### config.mk
export PLATFORM = sky130hd
export DESIGN_NAME = cpu6_wb_ctrl
export DESIGN_NICKNAME = d
export VERILOG_FILES = /design/src/rtl/cpu6_wb_ctrl_pkg.sv /design/src/rtl/cpu6_wb_scoreboard.sv /design/src/rtl/cpu6_wb_ctrl.sv
export SDC_FILE = /design/constraint.sdc
export NUM_CORES = 1
export LEC_CHECK = 0
export BUFFER_PORTS_ARGS = -buffer_cell sky130_fd_sc_hd__buf_4
export CORE_UTILIZATION = 35
export CTS_CLUSTER_SIZE = 10
export DETAILED_ROUTE_END_ITERATION = 8
export PLACE_DENSITY = 0.69
export REMOVE_ABC_BUFFERS = 1
export SYNTH_ARGS = -nofsm -noshare
export SYNTH_HDL_FRONTEND = slang
export SYNTH_HIERARCHICAL = 1
export SYNTH_SLANG_ARGS = --single-unit
### constraint.sdc
create_clock -name clk_i -period 3 [get_ports clk_i]
set_input_delay 0.45 -clock clk_i [delete_from_list [all_inputs] [get_ports clk_i]]
set_output_delay 0.45 -clock clk_i [all_outputs]
set_load 0.005 [all_outputs]
### src/rtl/cpu6_wb_ctrl_pkg.sv
// -----------------------------------------------------------------------------
// cpu6_wb_ctrl_pkg
// Shared definitions for the CPU6 writeback controller:
//   CPU6_XLEN          - register data width
//   CPU6_RFIDX_WIDTH   - register index width
//   CPU6_RFREG_NUM     - number of architectural registers
//   wb_state_e         - starvation FSM state encoding
//   rf_idx_nz()        - true when an index names a writable register (not x0)
// -----------------------------------------------------------------------------
package cpu6_wb_ctrl_pkg;

    localparam int CPU6_XLEN        = 32;
    localparam int CPU6_RFIDX_WIDTH = 5;
    localparam int CPU6_RFREG_NUM   = 32;

    typedef enum logic [1:0] {
        WB_IDLE  = 2'b00,
        WB_WAIT  = 2'b01,
        WB_FORCE = 2'b10
    } wb_state_e;

    // x0 is hard-wired zero: it is never written and never pending.
    function automatic logic rf_idx_nz(input logic [CPU6_RFIDX_WIDTH-1:0] idx);
        return |idx;
    endfunction

endpackage

### src/rtl/cpu6_wb_scoreboard.sv
// -----------------------------------------------------------------------------
// cpu6_wb_scoreboard
// Tracks registers that are destinations of issued-but-not-written-back loads
// and flags dispatching instructions that touch any of them.
// Built only when CPU6_WB_SCOREBOARD_EN is defined; otherwise hazard_o is 0 and
// the issue/clear inputs are ignored.
// Ports:
//   clk_i, rst_ni        clock, asynchronous active-low reset
//   iss_valid_i/idx_i    load issued: mark destination pending
//   clr_valid_i/idx_i    load writeback handshake: clear destination
//   rs1/rs2/rd_idx_i     operands of the dispatching instruction
//   hazard_o             any operand is pending (combinational)
// -----------------------------------------------------------------------------
module cpu6_wb_scoreboard
    import cpu6_wb_ctrl_pkg::*;
(
    input  logic                        clk_i,
    input  logic                        rst_ni,
    input  logic                        iss_valid_i,
    input  logic [CPU6_RFIDX_WIDTH-1:0] iss_idx_i,
    input  logic                        clr_valid_i,
    input  logic [CPU6_RFIDX_WIDTH-1:0] clr_idx_i,
    input  logic [CPU6_RFIDX_WIDTH-1:0] rs1_idx_i,
    input  logic [CPU6_RFIDX_WIDTH-1:0] rs2_idx_i,
    input  logic [CPU6_RFIDX_WIDTH-1:0] rd_idx_i,
    output logic                        hazard_o
);

`ifdef CPU6_WB_SCOREBOARD_EN
    logic [CPU6_RFREG_NUM-1:1] pending_q;
    logic [CPU6_RFREG_NUM-1:1] pending_d;
    logic [CPU6_RFREG_NUM-1:0] pend_vec_s;

    // Next pending set: a fresh issue to the same register beats its clear.
    always_comb begin
        pending_d = pending_q;
        for (int i = 1; i < CPU6_RFREG_NUM; i++) begin
            if (iss_valid_i && (iss_idx_i == CPU6_RFIDX_WIDTH'(i))) begin
                pending_d[i] = 1'b1;
            end else if (clr_valid_i && (clr_idx_i == CPU6_RFIDX_WIDTH'(i))) begin
                pending_d[i] = 1'b0;
            end else begin
                pending_d[i] = pending_q[i];
            end
        end
    end

    // Pending-bit storage.
    always_ff @(posedge clk_i or negedge rst_ni) begin
        if (!rst_ni) begin
            pending_q <= '0;
        end else begin
            pending_q <= pending_d;
        end
    end

    // Bit 0 is a constant zero so x0 operands never raise a hazard.
    assign pend_vec_s = {pending_q, 1'b0};
    assign hazard_o   = pend_vec_s[rs1_idx_i] | pend_vec_s[rs2_idx_i] | pend_vec_s[rd_idx_i];
`else
    logic unused_sb_s;
    assign unused_sb_s = ^{clk_i, rst_ni, iss_valid_i, iss_idx_i, clr_valid_i,
                           clr_idx_i, rs1_idx_i, rs2_idx_i, rd_idx_i};
    assign hazard_o    = 1'b0;
`endif

endmodule

### src/rtl/cpu6_wb_ctrl.sv
// -----------------------------------------------------------------------------
// cpu6_wb_ctrl
// Register-file writeback arbiter between the ALU (cannot stall) and the LSU
// (valid/ready), with an anti-starvation FSM that briefly holds the ALU, and an
// optional load scoreboard (macro CPU6_WB_SCOREBOARD_EN).
// Parameter:
//   STARVE_LIMIT   consecutive refused LSU cycles before the ALU is held
// Ports:
//   clk_i, rst_ni                       clock, asynchronous active-low reset
//   alu_wb_valid_i/idx_i/data_i         ALU writeback (always wins)
//   alu_hold_o                          ALU must withhold next cycle's writeback
//   lsu_wb_valid_i/idx_i/data_i         LSU writeback offer
//   lsu_wb_ready_o                      LSU writeback accepted this cycle
//   lsu_issue_valid_i/idx_i             load issued (scoreboard set)
//   chk_rs1/rs2/rd_idx_i, hazard_o      dispatch hazard check
//   rd_wen_o/rd_idx_o/rd_data_o         registered register-file write port
// -----------------------------------------------------------------------------
module cpu6_wb_ctrl
    import cpu6_wb_ctrl_pkg::*;
#(
    parameter int STARVE_LIMIT = 4
) (
    input  logic                        clk_i,
    input  logic                        rst_ni,
    input  logic                        alu_wb_valid_i,
    input  logic [CPU6_RFIDX_WIDTH-1:0] alu_wb_idx_i,
    input  logic [CPU6_XLEN-1:0]        alu_wb_data_i,
    output logic                        alu_hold_o,
    input  logic                        lsu_wb_valid_i,
    output logic                        lsu_wb_ready_o,
    input  logic [CPU6_RFIDX_WIDTH-1:0] lsu_wb_idx_i,
    input  logic [CPU6_XLEN-1:0]        lsu_wb_data_i,
    input  logic                        lsu_issue_valid_i,
    input  logic [CPU6_RFIDX_WIDTH-1:0] lsu_issue_idx_i,
    input  logic [CPU6_RFIDX_WIDTH-1:0] chk_rs1_idx_i,
    input  logic [CPU6_RFIDX_WIDTH-1:0] chk_rs2_idx_i,
    input  logic [CPU6_RFIDX_WIDTH-1:0] chk_rd_idx_i,
    output logic                        hazard_o,
    output logic                        rd_wen_o,
    output logic [CPU6_RFIDX_WIDTH-1:0] rd_idx_o,
    output logic [CPU6_XLEN-1:0]        rd_data_o
);

    localparam int                CNT_W   = $clog2(STARVE_LIMIT + 1);
    localparam logic [CNT_W-1:0]  LIMIT_C = CNT_W'(STARVE_LIMIT);
    localparam logic [CNT_W-1:0]  ONE_C   = CNT_W'(1);

    logic                        lsu_ready_s;
    logic                        refused_s;
    logic                        win_s;
    logic [CPU6_RFIDX_WIDTH-1:0] win_idx_s;
    logic [CPU6_XLEN-1:0]        win_data_s;
    logic                        rd_wen_d;

    wb_state_e                   state_q;
    logic [CNT_W-1:0]            cnt_q;
    logic                        hold_q;
    logic                        rd_wen_q;
    logic [CPU6_RFIDX_WIDTH-1:0] rd_idx_q;
    logic [CPU6_XLEN-1:0]        rd_data_q;

    assign lsu_ready_s = lsu_wb_valid_i & ~alu_wb_valid_i;
    assign refused_s   = lsu_wb_valid_i & alu_wb_valid_i;

    // Fixed-priority winner selection: ALU first, then LSU.
    always_comb begin
        win_s      = 1'b0;
        win_idx_s  = '0;
        win_data_s = '0;
        if (alu_wb_valid_i) begin
            win_s      = 1'b1;
            win_idx_s  = alu_wb_idx_i;
            win_data_s = alu_wb_data_i;
        end else if (lsu_wb_valid_i) begin
            win_s      = 1'b1;
            win_idx_s  = lsu_wb_idx_i;
            win_data_s = lsu_wb_data_i;
        end else begin
            win_s      = 1'b0;
            win_idx_s  = '0;
            win_data_s = '0;
        end
    end

    // A winner targeting x0 still handshakes but never writes.
    assign rd_wen_d = win_s & rf_idx_nz(win_idx_s);

    // Write-port flops; index/data load only when there is a winner.
    always_ff @(posedge clk_i or negedge rst_ni) begin
        if (!rst_ni) begin
            rd_wen_q  <= 1'b0;
            rd_idx_q  <= '0;
            rd_data_q <= '0;
        end else begin
            rd_wen_q <= rd_wen_d;
            if (win_s) begin
                rd_idx_q  <= win_idx_s;
                rd_data_q <= win_data_s;
            end
        end
    end

    // Starvation FSM. In FORCE, hold_q alternates: the hold cycle (hold_q=1)
    // is followed by a cycle where the ALU should be absent; an ALU that shows
    // up anyway still wins and re-arms the hold. FORCE exits as soon as the
    // ALU is absent, which is exactly when the LSU gets through.
    always_ff @(posedge clk_i or negedge rst_ni) begin
        if (!rst_ni) begin
            state_q <= WB_IDLE;
            cnt_q   <= '0;
            hold_q  <= 1'b0;
        end else begin
            case (state_q)
                WB_IDLE: begin
                    if (refused_s) begin
                        cnt_q <= ONE_C;
                        if (ONE_C >= LIMIT_C) begin
                            state_q <= WB_FORCE;
                            hold_q  <= 1'b1;
                        end else begin
                            state_q <= WB_WAIT;
                            hold_q  <= 1'b0;
                        end
                    end else begin
                        state_q <= WB_IDLE;
                        cnt_q   <= '0;
                        hold_q  <= 1'b0;
                    end
                end
                WB_WAIT: begin
                    if (refused_s) begin
                        if ((cnt_q + ONE_C) >= LIMIT_C) begin
                            state_q <= WB_FORCE;
                            cnt_q   <= LIMIT_C;
                            hold_q  <= 1'b1;
                        end else begin
                            state_q <= WB_WAIT;
                            cnt_q   <= cnt_q + ONE_C;
                            hold_q  <= 1'b0;
                        end
                    end else begin
                        state_q <= WB_IDLE;
                        cnt_q   <= '0;
                        hold_q  <= 1'b0;
                    end
                end
                WB_FORCE: begin
                    if (alu_wb_valid_i) begin
                        state_q <= WB_FORCE;
                        cnt_q   <= LIMIT_C;
                        hold_q  <= ~hold_q;
                    end else begin
                        state_q <= WB_IDLE;
                        cnt_q   <= '0;
                        hold_q  <= 1'b0;
                    end
                end
                default: begin
                    state_q <= WB_IDLE;
                    cnt_q   <= '0;
                    hold_q  <= 1'b0;
                end
            endcase
        end
    end

    cpu6_wb_scoreboard u_scoreboard (
        .clk_i       (clk_i),
        .rst_ni      (rst_ni),
        .iss_valid_i (lsu_issue_valid_i),
        .iss_idx_i   (lsu_issue_idx_i),
        .clr_valid_i (lsu_ready_s),
        .clr_idx_i   (lsu_wb_idx_i),
        .rs1_idx_i   (chk_rs1_idx_i),
        .rs2_idx_i   (chk_rs2_idx_i),
        .rd_idx_i    (chk_rd_idx_i),
        .hazard_o    (hazard_o)
    );

    assign lsu_wb_ready_o = lsu_ready_s;
    assign alu_hold_o     = hold_q;
    assign rd_wen_o       = rd_wen_q;
    assign rd_idx_o       = rd_idx_q;
    assign rd_data_o      = rd_data_q;

endmodule

* Word level (Yosys, flattened, before mapping)
Cells that the tools add are included.
Word-level totals: register bits 44, input bits 99, logic and storage cells 37
Operators by class: $add $sub $neg 1, magnitude comparators 1, equal/unequal tests 2, muxes and demuxes 20, bitwise gates (word level) 5, reductions and logical operators 2
Operators with widths (number):
- $mux 32 | 2
- $mux 5 | 2
- $mux 3 | 3
- $pmux 3 s3 | 1
- $mux 1 | 7
- $mux 2 | 3
- $pmux 2 s3 | 1
- $reduce_or 5->1 | 1
- $add 3x1->3 const B | 1
- $and 1x1->1 | 3
- $ge 3x3->1 const B | 1
- $eq 2x1->1 const B | 1
- $eq 2x2->1 const B | 1
- $logic_not 2->1 | 1
- $not 1->1 | 2
- $pmux 1 s2 | 1

* Depth between registers and ports, before layout
depth after elaboration 5, mapped depth 5

* By module
The synthesis kept the hierarchy.
Modules (own cells, without submodules):
- cpu6_wb_ctrl | times used 1, cells each 195, area each 2077.0 µm²
- cpu6_wb_scoreboard | times used 1, cells each 2, area each 11.3 µm²

* Worst setup path before layout
No wires, ideal clock.
kind input port to output port, start input port lsu_wb_valid_i, end output port lsu_wb_ready_o, arrival time 0.889 ns, slack 1.661 ns, stages 3, buffers on the path 2, cell sequence buf_4 > buf_6 > and2b_1
On the way: word-level cells in the longest chain between the ends 1
RTL lines:
- from (decl) | RTL line cpu6_wb_ctrl.sv:29 | input logic lsu_wb_valid_i,
- $and 1x1->1 | RTL line cpu6_wb_ctrl.sv:62 | assign lsu_ready_s = lsu_wb_valid_i & ~alu_wb_valid_i;
- to (decl) | RTL line cpu6_wb_ctrl.sv:30 | output logic lsu_wb_ready_o,
Every way passes these cells.

* Final worst setup path
start input port alu_wb_valid_i, end output port lsu_wb_ready_o
On the way: word-level cells in the longest chain between the ends 2
RTL lines:
- from (decl) | RTL line cpu6_wb_ctrl.sv:25 | input logic alu_wb_valid_i,
- $not 1->1 | RTL line cpu6_wb_ctrl.sv:62
- $and 1x1->1 | RTL line cpu6_wb_ctrl.sv:62
Every way passes these cells.

==> flow_metrics.tcl <==
set metrics [dict create \
    status "finished clean" \
    via_count 1790 \
    crit_top_cell "buf_4" \
    grt_pass1_wl_um 7741 \
    dp_slack_ns 1.328 \
    num_antenna_cells 0 \
    gp_congestion 0.7191 \
    cp_max_fo 35 \
    arrival_ns 1.14 \
    drv_slew 0 \
    clock_path_buffers 2 \
    cts_hold_buf 0 \
    p_total_mw 1.327 \
    seqPwrFrac_pct 50.4 \
    finalHoldViolations 0 \
    ir_drop_mv 0.1998 \
    syn_inst 197 \
    synth_top_area_cell "dfrtp_1" \
    fmax_mhz 630.7 \
    first_pass_iters 4 \
    die_x_um 79.24 \
    cp.depth 3 \
    totalNegativeSetupSlack_ns 0 \
    synth.avg_cell_area_um2 10.60 \
    ys_types 24 \
    mostFrequentLayoutCells "119 x buf_4, 44 x dfrtp_1, 39 x nand2_1, 39 x o21ai_1, 37 x mux2i_1" \
    worstHoldPathType "primary input to async pin" \
    dp_hpwl_um 3493 \
    grt_usage_pct 16.03 \
    syn_to_final_growth_pct 46.85 \
    path_buf_inv 2 \
    dpl-instance-area_um2 2977 \
    worst_setup_path_start_kind "primary input" \
    timing.rr.start "cnt_q[0]" \
    wl_per_cell_um 12.67 \
    criticalPathCategory "primary input to primary output" \
    p_switching_mw 0.3275 \
    layout_setup_ws_ns 1.415 \
    crit_family "buffers and inverters" \
    clock_skew_ns 0.003501 \
    switching_share_pct 24.69 \
    startpoint "alu_wb_valid_i" \
    regToRegSetupSlack_ns 1.67 \
    maxCapViolations 0 \
    critPathSlowestCell "buf_4" \
    core-area_um2 5642 \
    cts_tree "yes" \
    grt_start_max_net_pins 46 \
    reg2regPathDepth 4 \
    overflow 0 \
    cts_resized 0 \
    synth_area_um2 2088 \
    synth-main-ff-cell "dfrtp_1" \
    num_rows 27 \
    async_reset_ff_share_pct 100.0 \
    crit_chain "buf_4, and2b_1, buf_4" \
    rsz0062_at_grt "false" \
    finalCritPeriodShare_pct 52.85 \
    tightest_slew_ns 0.5548 \
    min_period_ns 1.586 \
    p_per_area_nw_per_um2 432.6 \
    antenna_left 0 \
    crit_required_ns 2.55 \
    final_common_cell "buf_4" \
    yosysSeqAreaShare_pct 52.73 \
    comb_power_share_pct 21.2 \
    crit_end "lsu_wb_ready_o" \
    slew_headroom_pct 63.01 \
    synth_warnings 6 \
    end_kind "primary output" \
    die_area_um2 6279 \
    setup_viol_count_final 0 \
    drc 0 \
    synth-edff-count 0 \
    post_cts_buffers 0 \
    path_clk_slew_ns 0.08 \
    regArea_um2 1101 \
    vias_per_cell 4.686 \
    p_clk_share_pct 28.4 \
    numCtsBuffers 5 \
    slowest_delay_ns 0.30 \
    p_int_mw 0.9990 \
    yosys-top-cells-area "dfrtp_1 53%, mux2i_1 18%, o21ai_1 9.3%" \
    ioPinCount 140 \
    layout-drive-gt1-share_pct 40.65 \
    ctsRootBufferMaster "clkbuf_8" \
    io_buffers 117 \
    start_util_pct 37.01 \
    design_area_um2 3067 \
    multi_input_area_um2 884.6 \
    synth.top_cell.area_share_pct 52.73 \
    htree_num_levels 2 \
    p_leak_nw 1.598 \
    fill_cells 535 \
    r2r-end "cnt_q[0]" \
    grt_antenna_before_repair 0 \
    whs_ns 0.1488 \
    synth.ff_latch_count 44 \
    wl_um 4839 \
    drtIter0Drc 44 \
    grt_pass1_vias 1705 \
    clk_latency_ns 0.29 \
    die_h_um 79.24 \
    nets 413 \
    cts.sinks 44 \
]
sequential cells by signal, summed over array words and instances (netlist names):
name and cells:
state_q 2, cnt_q 3, alu_hold_o 1, rd_data_o 32, rd_wen_o 1, rd_idx_o 5
area by class of cell:
cell class / instances / share of cell area, %
flip-flops and latches: 44 / 35.90
repair buffers: 119 / 29.13
multi-input cells: 137 / 28.85
clock buffers: 8 / 2.938
well taps: 72 / 2.938
inverters: 2 / 0.2448
layer usage:
metal / vias up / wire length [um] / GRT usage (%)
met5: - / 0 / 0
met1: 817 / 2204 / 21.08
met2: 75 / 2170 / 25.00
met3: 6 / 406 / 4.828
met4: 0 / 57 / 5.455
li1: 892 / - / -
per-stage QoR:
step,cells,utilization [%]
floorplan,183,-
global route,382,54.36
finish,382,54.36
global placement,374,52.76
CTS,382,54.36
detailed placement,374,52.76
logic make-up (layout without fill, tap and decap cells):
logic type | after synthesis | in the layout | synth area share, %
fa+ha+maj | 5 | 5 | 2.996
other cells | 1 | 1 | 0.1796
flops | 44 | 44 | 52.73
simple gates | 49 | 49 | 10.37
buf+inv | 16 | 129 | 4.913
compound gates | 44 | 44 | 10.67
mux | 37 | 37 | 17.74
xor+xnor | 1 | 1 | 0.4195
worst min-delay path by stage:
stage               slack, ns  cells after the start            end
finish                   0.15                      1  rd_data_o[23]
global route             0.19                      1  rd_data_o[31]
CTS                      0.16                      1  rd_data_o[23]
detailed placement       0.49                      1  rd_data_o[23]
global placement         0.49                      1  rd_data_o[23]
floorplan                0.15                      0     alu_hold_o
cells in the mapped netlist, types with 2 or more instances:
cell type	count
inv_1	2
buf_2	4
ha_1	5
buf_4	5
o21ai_1	39
or4_1	2
a21oi_1	4
dfrtp_1	44
clkbuf_1	3
nand2_1	39
mux2i_1	37
power groups by stage:
| stage | clock network [mW] | registers, mW | logic (mW) |
|---|---|---|---|
| after CTS | 0.399 | 0.669 | 0.287 |
| after global placement | 0 | 0.679 | 0.282 |
| after floorplan | 0 | 0.683 | 0.0765 |
| after global routing | 0.420 | 0.674 | 0.314 |
| final | 0.377 | 0.668 | 0.281 |
| after detailed placement | 0 | 0.679 | 0.287 |
No activity file was read; power rests on OpenSTA's default activity.
